## src/rtl/sram_controller_pkg.sv

```systemverilog
// Shared definitions for the SRAM controller.
// Contents: FSM state encoding, SRAM data/address widths, and the default
// byte address that maps to SRAM word 0.
package sram_controller_pkg;

  localparam int SRAM_DW = 16;           // SRAM data bus width
  localparam int SRAM_AW = 18;           // SRAM half-word address width
  localparam int SRAM_IW = SRAM_AW - 1;  // 32-bit word index width

  localparam logic [31:0] SRAM_MEM_BASE = 32'd1024;

  typedef enum logic [1:0] {
    IDLE = 2'd0,
    LOW  = 2'd1,
    HIGH = 2'd2,
    DONE = 2'd3
  } sram_state_e;

endpackage

```

## src/rtl/sram_phase_counter.sv

```systemverilog
// 4-bit phase counter for the SRAM controller.
// Ports:
//   clk, rst : clock and synchronous active-high reset
//   load     : reload the count to 0 (phase entry)
//   last     : terminal count value
//   count    : current count
//   tc       : count has reached last; the counter parks there until reloaded
module sram_phase_counter (
  input  logic       clk,
  input  logic       rst,
  input  logic       load,
  input  logic [3:0] last,
  output logic [3:0] count,
  output logic       tc
);

  assign tc = (count == last);

  always_ff @(posedge clk) begin
    if (rst || load) count <= '0;
    else if (!tc)    count <= count + 4'd1;
  end

endmodule

```

## src/rtl/sram_controller.sv

```systemverilog
// MEM-stage to 16-bit SRAM bridge. Each 32-bit access is split into a low
// half (even half-word address) and a high half (odd half-word address),
// each lasting HALF_CYCLES clocks. The pipeline is frozen (ready=0) until
// the access reaches DONE.
// Ports:
//   clk, rst              : clock and synchronous active-high reset
//   mem_read, mem_write   : level requests, held until ready
//   address, write_data   : byte address and store data
//   read_data             : load result, held until the next load
//   ready                 : pipeline may advance
//   sram_addr             : SRAM half-word address
//   sram_dq_out/_in/_oe   : SRAM data out, data in, drive enable
//   sram_we_n             : SRAM write enable, active-low
module sram_controller
  import sram_controller_pkg::*;
#(
  parameter int unsigned HALF_CYCLES = 2,
  parameter logic [31:0] MEM_BASE    = SRAM_MEM_BASE
) (
  input  logic               clk,
  input  logic               rst,
  input  logic               mem_read,
  input  logic               mem_write,
  input  logic [31:0]        address,
  input  logic [31:0]        write_data,
  output logic [31:0]        read_data,
  output logic               ready,
  output logic [SRAM_AW-1:0] sram_addr,
  output logic [SRAM_DW-1:0] sram_dq_out,
  input  logic [SRAM_DW-1:0] sram_dq_in,
  output logic               sram_dq_oe,
  output logic               sram_we_n
);

  localparam logic [3:0] LAST = 4'(HALF_CYCLES - 1);

  sram_state_e        state_q, state_d;
  logic               req;
  logic [3:0]         phase_cnt;
  logic               phase_tc, phase_load;
  logic               acc_write;
  logic [SRAM_IW-1:0] acc_idx, idx_new;
  logic [31:0]        acc_data;
  logic               unused_addr_bits;

  assign req = mem_read | mem_write;

  // Word index of (address - MEM_BASE) >> 2, modulo 2^17. MEM_BASE is
  // word aligned, so the low two bits never borrow and only bits 18:2 of
  // each operand matter.
  assign idx_new          = address[18:2] - MEM_BASE[18:2];
  assign unused_addr_bits = ^{address[31:19], address[1:0]};

  // ---- state register
  always_ff @(posedge clk) begin
    if (rst) state_q <= IDLE;
    else     state_q <= state_d;
  end

  // ---- next state
  always_comb begin
    state_d = state_q;
    case (state_q)
      IDLE:    if (req)      state_d = LOW;
      LOW:     if (phase_tc) state_d = HIGH;
      HIGH:    if (phase_tc) state_d = DONE;
      default:               state_d = IDLE;
    endcase
  end

  // ---- outputs
  always_comb begin
    ready = 1'b0;
    if (rst)                   ready = !req;
    else if (state_q == DONE)  ready = 1'b1;
    else if (state_q == IDLE)  ready = !req;
  end

  // Hold the counter at 0 outside LOW/HIGH so each phase starts from 0.
  assign phase_load = (state_q != state_d) || (state_q == IDLE) || (state_q == DONE);

  sram_phase_counter u_phase (
    .clk   (clk),
    .rst   (rst),
    .load  (phase_load),
    .last  (LAST),
    .count (phase_cnt),
    .tc    (phase_tc)
  );

  // SRAM pins and captured access are registered on phase transitions so
  // they are stable for the whole phase and hold in IDLE/DONE.
  always_ff @(posedge clk) begin
    if (rst) begin
      acc_write   <= 1'b0;
      acc_idx     <= '0;
      acc_data    <= '0;
      read_data   <= '0;
      sram_addr   <= '0;
      sram_dq_out <= '0;
      sram_dq_oe  <= 1'b0;
      sram_we_n   <= 1'b1;
    end else begin
      case (state_q)
        IDLE: if (req) begin
          acc_write <= mem_write;  // write wins when both are requested
          acc_idx   <= idx_new;
          acc_data  <= write_data;
          sram_addr <= {idx_new, 1'b0};
          if (mem_write) begin
            sram_dq_out <= write_data[15:0];
            sram_dq_oe  <= 1'b1;
            sram_we_n   <= 1'b0;
          end
        end
        LOW: if (phase_tc) begin
          sram_addr <= {acc_idx, 1'b1};
          if (acc_write) sram_dq_out     <= acc_data[31:16];
          else           read_data[15:0] <= sram_dq_in;
        end
        HIGH: if (phase_tc) begin
          sram_dq_oe <= 1'b0;
          sram_we_n  <= 1'b1;
          if (!acc_write) read_data[31:16] <= sram_dq_in;
        end
        default: ;
      endcase
    end
  end

endmodule

```

## config.mk

```make
export PLATFORM = sky130hd
export DESIGN_NAME = sram_controller
export DESIGN_NICKNAME = d
export VERILOG_FILES = /design/src/rtl/sram_controller_pkg.sv /design/src/rtl/sram_phase_counter.sv /design/src/rtl/sram_controller.sv
export SDC_FILE = /design/constraint.sdc
export NUM_CORES = 1
export LEC_CHECK = 0
export ABC_AREA = 1
export BUFFER_PORTS_ARGS = -buffer_cell sky130_fd_sc_hd__buf_2
export CAP_MARGIN = 15
export CELL_PAD_IN_SITES_DETAIL_PLACEMENT = 0
export CELL_PAD_IN_SITES_GLOBAL_PLACEMENT = 2
export CORE_ASPECT_RATIO = 1.2
export CORE_MARGIN = 5
export CORE_UTILIZATION = 29
export CTS_BUF_LIST = sky130_fd_sc_hd__clkbuf_16
export CTS_CLUSTER_DIAMETER = 150
export DETAILED_ROUTE_END_ITERATION = 10
export PLACE_DENSITY_LB_ADDON = 0.1
export SYNTH_ARGS = -nofsm -noshare
export SYNTH_HDL_FRONTEND = slang
export SYNTH_SLANG_ARGS = --single-unit
```

## constraint.sdc

```tcl
create_clock -name clk -period 3.1 [get_ports clk]
set_input_delay 0.155 -clock clk [delete_from_list [all_inputs] [get_ports clk]]
set_output_delay 0.155 -clock clk [all_outputs]
set_load 0.03 [all_outputs]
```

==> results.json <==
{
  "power.total_uw": 4280,
  "placed_cell_area_sq_um": 5290,
  "yosysTopAreaCell": "dfxtp_1",
  "routed_wl_microns": 13000,
  "synth_top_area_share_pct": 47.8,
  "clkLatencyLatePin_ps": 350,
  "synth_nets": 703,
  "outcome": "completed",
  "cts_tree": "done",
  "antenna_found_initial": 0,
  "p_leak_uw": 0.00267,
  "fp-row-count": 50,
  "final_nets": 822,
  "die_y_microns": 147,
  "required_ps": 3310,
  "slew_headroom_pct": 39.3,
  "die_area_sq_um": 18200,
  "crit_arrival_ps": 2340,
  "cp_max_fo": 61,
  "yosysUniqueCellTypes": 32,
  "ant_nets": 0,
  "drtPass1Iterations": 4,
  "synth_edf_count": 0,
  "p_per_area_nw_per_um2": 767,
  "ys_seq_elements": 108,
  "slew_violations": 0,
  "vias": 4226,
  "n_fill_cell": 1752,
  "grt_max_degree": 69,
  "portBuffers": 137,
  "synthTopCellsByCount": "dfxtp_1, o21ai_0, nand2_1",
  "gp_congestion": 0.755,
  "cts.clk_slew.worst_paths_ps": 70,
  "drc": 0,
  "grtUsageTotal_pct": 14.5,
  "synth-async-reset-ratio_pct": 0,
  "holdPathStages": 3,
  "tightest_slew_ps": 909,
  "synth_most_common_cell": "dfxtp_1",
  "grt_pass1_wl_microns": 20900,
  "finalSetupViolations": 0,
  "diodes": 0,
  "worstHoldPathType": "primary input to register",
  "period_minus_slack_ps": 2130,
  "reg2reg_to": "sram_dq_out[1]",
  "clock_path_buffers": 2,
  "wire_per_inst_microns": 13.7,
  "cts_buffers": 9,
  "ys_warn_count": 0,
  "core_sq_um": 15500,
  "maxCapViolCount": 0,
  "tns_ps": 0,
  "worstHoldStart": "sram_dq_in[0]",
  "dr.first_iter.drc_count": 189,
  "avgSynthCellArea_sq_um": 7.35,
  "htree_num_levels": 3,
  "gr-total-overflow": 0,
  "rsz0062_at_grt": "no",
  "syn_area_sq_um": 4530,
  "end_kind": "register",
  "finalInstanceArea_sq_um": 5590,
  "worst-setup-path-type": "register to register",
  "io_pins": 153,
  "fmax_ghz": 0.469,
  "die_w_microns": 124,
  "drive_gt1_share_pct": 23.1,
  "seq_area_frac_synth_pct": 47.8,
  "viasPerCell": 4.47,
  "reg2reg_slack_ps": 970,
  "use_met2_pct": 24.4,
  "start_util_pct": 29.3,
  "finalClockSkew_ps": 7.27,
  "area_delta_synth_final_pct": 23.5,
  "worstReg2RegStart": "state_q[1]",
  "cts_sinks": 108,
  "synth-main-ff-cell": "dfxtp_1",
  "met3_usage_pct": 4.20,
  "grt_pass1_vias": 4214,
  "reg2reg_depth": 6,
  "grt_use_met1_pct": 17.5,
  "synth_area_leaders": "dfxtp_1, o21ai_0, nand2_1",
  "ir_drop_uv": 237,
  "synth_cells": 616,
  "final.period_utilization_pct": 68.7,
  "hold_end": "read_data[0]",
  "cts_root_buf": "clkbuf_16",
  "whs_ps": 42.4,
  "hold_viol_final": 0,
  "grt_busiest_layer": "met2",
  "hpwl_microns": 8570,
  "cp-start-kind": "register",
  "post_cts_buffers": 0
}
==> area by class of cell <==
type	count	area, sq um	share of cell area [%]
flip-flops and latches	108	2160	38.7
clock buffers	9	225	4.03
inverters	64	240	4.30
repair buffers	143	746	13.3
clock inverters	4	43.8	0.784
well taps	208	260	4.66
multi-input cells	409	1910	34.2
==> where the power goes <==
part | leakage (uW) | switching (uW) | total (uW) | internal [uW]
Sequential | 0.000886 | 109 | 1750 | 1640
Clock | 0.000134 | 496 | 1100 | 608
Combinational | 0.00165 | 1040 | 1430 | 390
==> repair_timing <==
action / in CTS / in global routing
hold buffers: 1 / 0
hold endpoints to repair: 1 / 0
gates resized for setup: 0 / 0
==> kinds of logic after synthesis <==
kind of cell	after synthesis	synth area share, %
compound gates	181	20.7
xor+xnor	3	0.581
simple gates	222	20.1
flops	108	47.8
fa+ha+maj	3	0.830
buf+inv	99	9.98
==> flip-flops by register name, indices dropped and copies added (netlist names) <==
| name | count |
|---|---|
| sram_dq_out | 16 |
| u_phase.count | 4 |
| sram_dq_oe | 1 |
| read_data | 32 |
| acc_data | 16 |
| sram_we_n | 1 |
| sram_addr | 18 |
| state_q | 2 |
| acc_write | 1 |
| acc_idx | 17 |
==> critical path, cell delays in order, from the launching register on <==
cell and delay [ps]:
dfxtp_1 330, inv_1 160, nand2_4 390, o21ai_4 580
inv_2 280, nand3_1 160, a21oi_1 70
==> layer usage <==
layer | vias up | share of wire [%]
met5 | - | 0
met2 | 107 | 47
met3 | 11 | 7.3
met1 | 1892 | 44
li1 | 2216 | -
met4 | 0 | 1.6
==> through the flow <==
stage                     setup WS, ps  cells  util, %
after floorplan                   1720    616        -
after global placement             965    930     34.2
after detailed placement           978    930     34.2
after CTS                          960    944     36.0
after global routing               749    945     36.2
final                              970    945     36.2
==> worst max-delay path by stage <==
| stage | startpoint | endpoint | slack [ps] | cells after the start |
|---|---|---|---|---|
| 5_1_grt | state_q[1] | read_data[15] | 750 | 6 |
| 3_3_place_gp | state_q[1] | read_data[10] | 960 | 6 |
| 6_report | state_q[1] | sram_dq_out[1] | 970 | 6 |
| 2_1_floorplan | u_phase.count[1] | sram_dq_out[6] | 1720 | 8 |
| 4_1_cts | state_q[1] | sram_dq_out[1] | 960 | 6 |
| 3_5_place_dp | state_q[1] | sram_dq_out[1] | 980 | 6 |
==> cells in the final DEF, fill, tap and decap left out, types with 9 or more instances in the layout <==
| cell type | netlist | layout |
|---|---|---|
| a21oi_1 | 62 | 62 |
| inv_1 | 58 | 57 |
| o21ai_1 | 9 | 9 |
| nand2_1 | 95 | 95 |
| dfxtp_1 | 108 | 108 |
| clkbuf_16 | 0 | 9 |
| buf_2 | 9 | 137 |
| o21ai_0 | 101 | 101 |
| nor2_1 | 94 | 94 |
| nand3_1 | 25 | 25 |
Note: power is estimated with default switching activity, not from simulation.
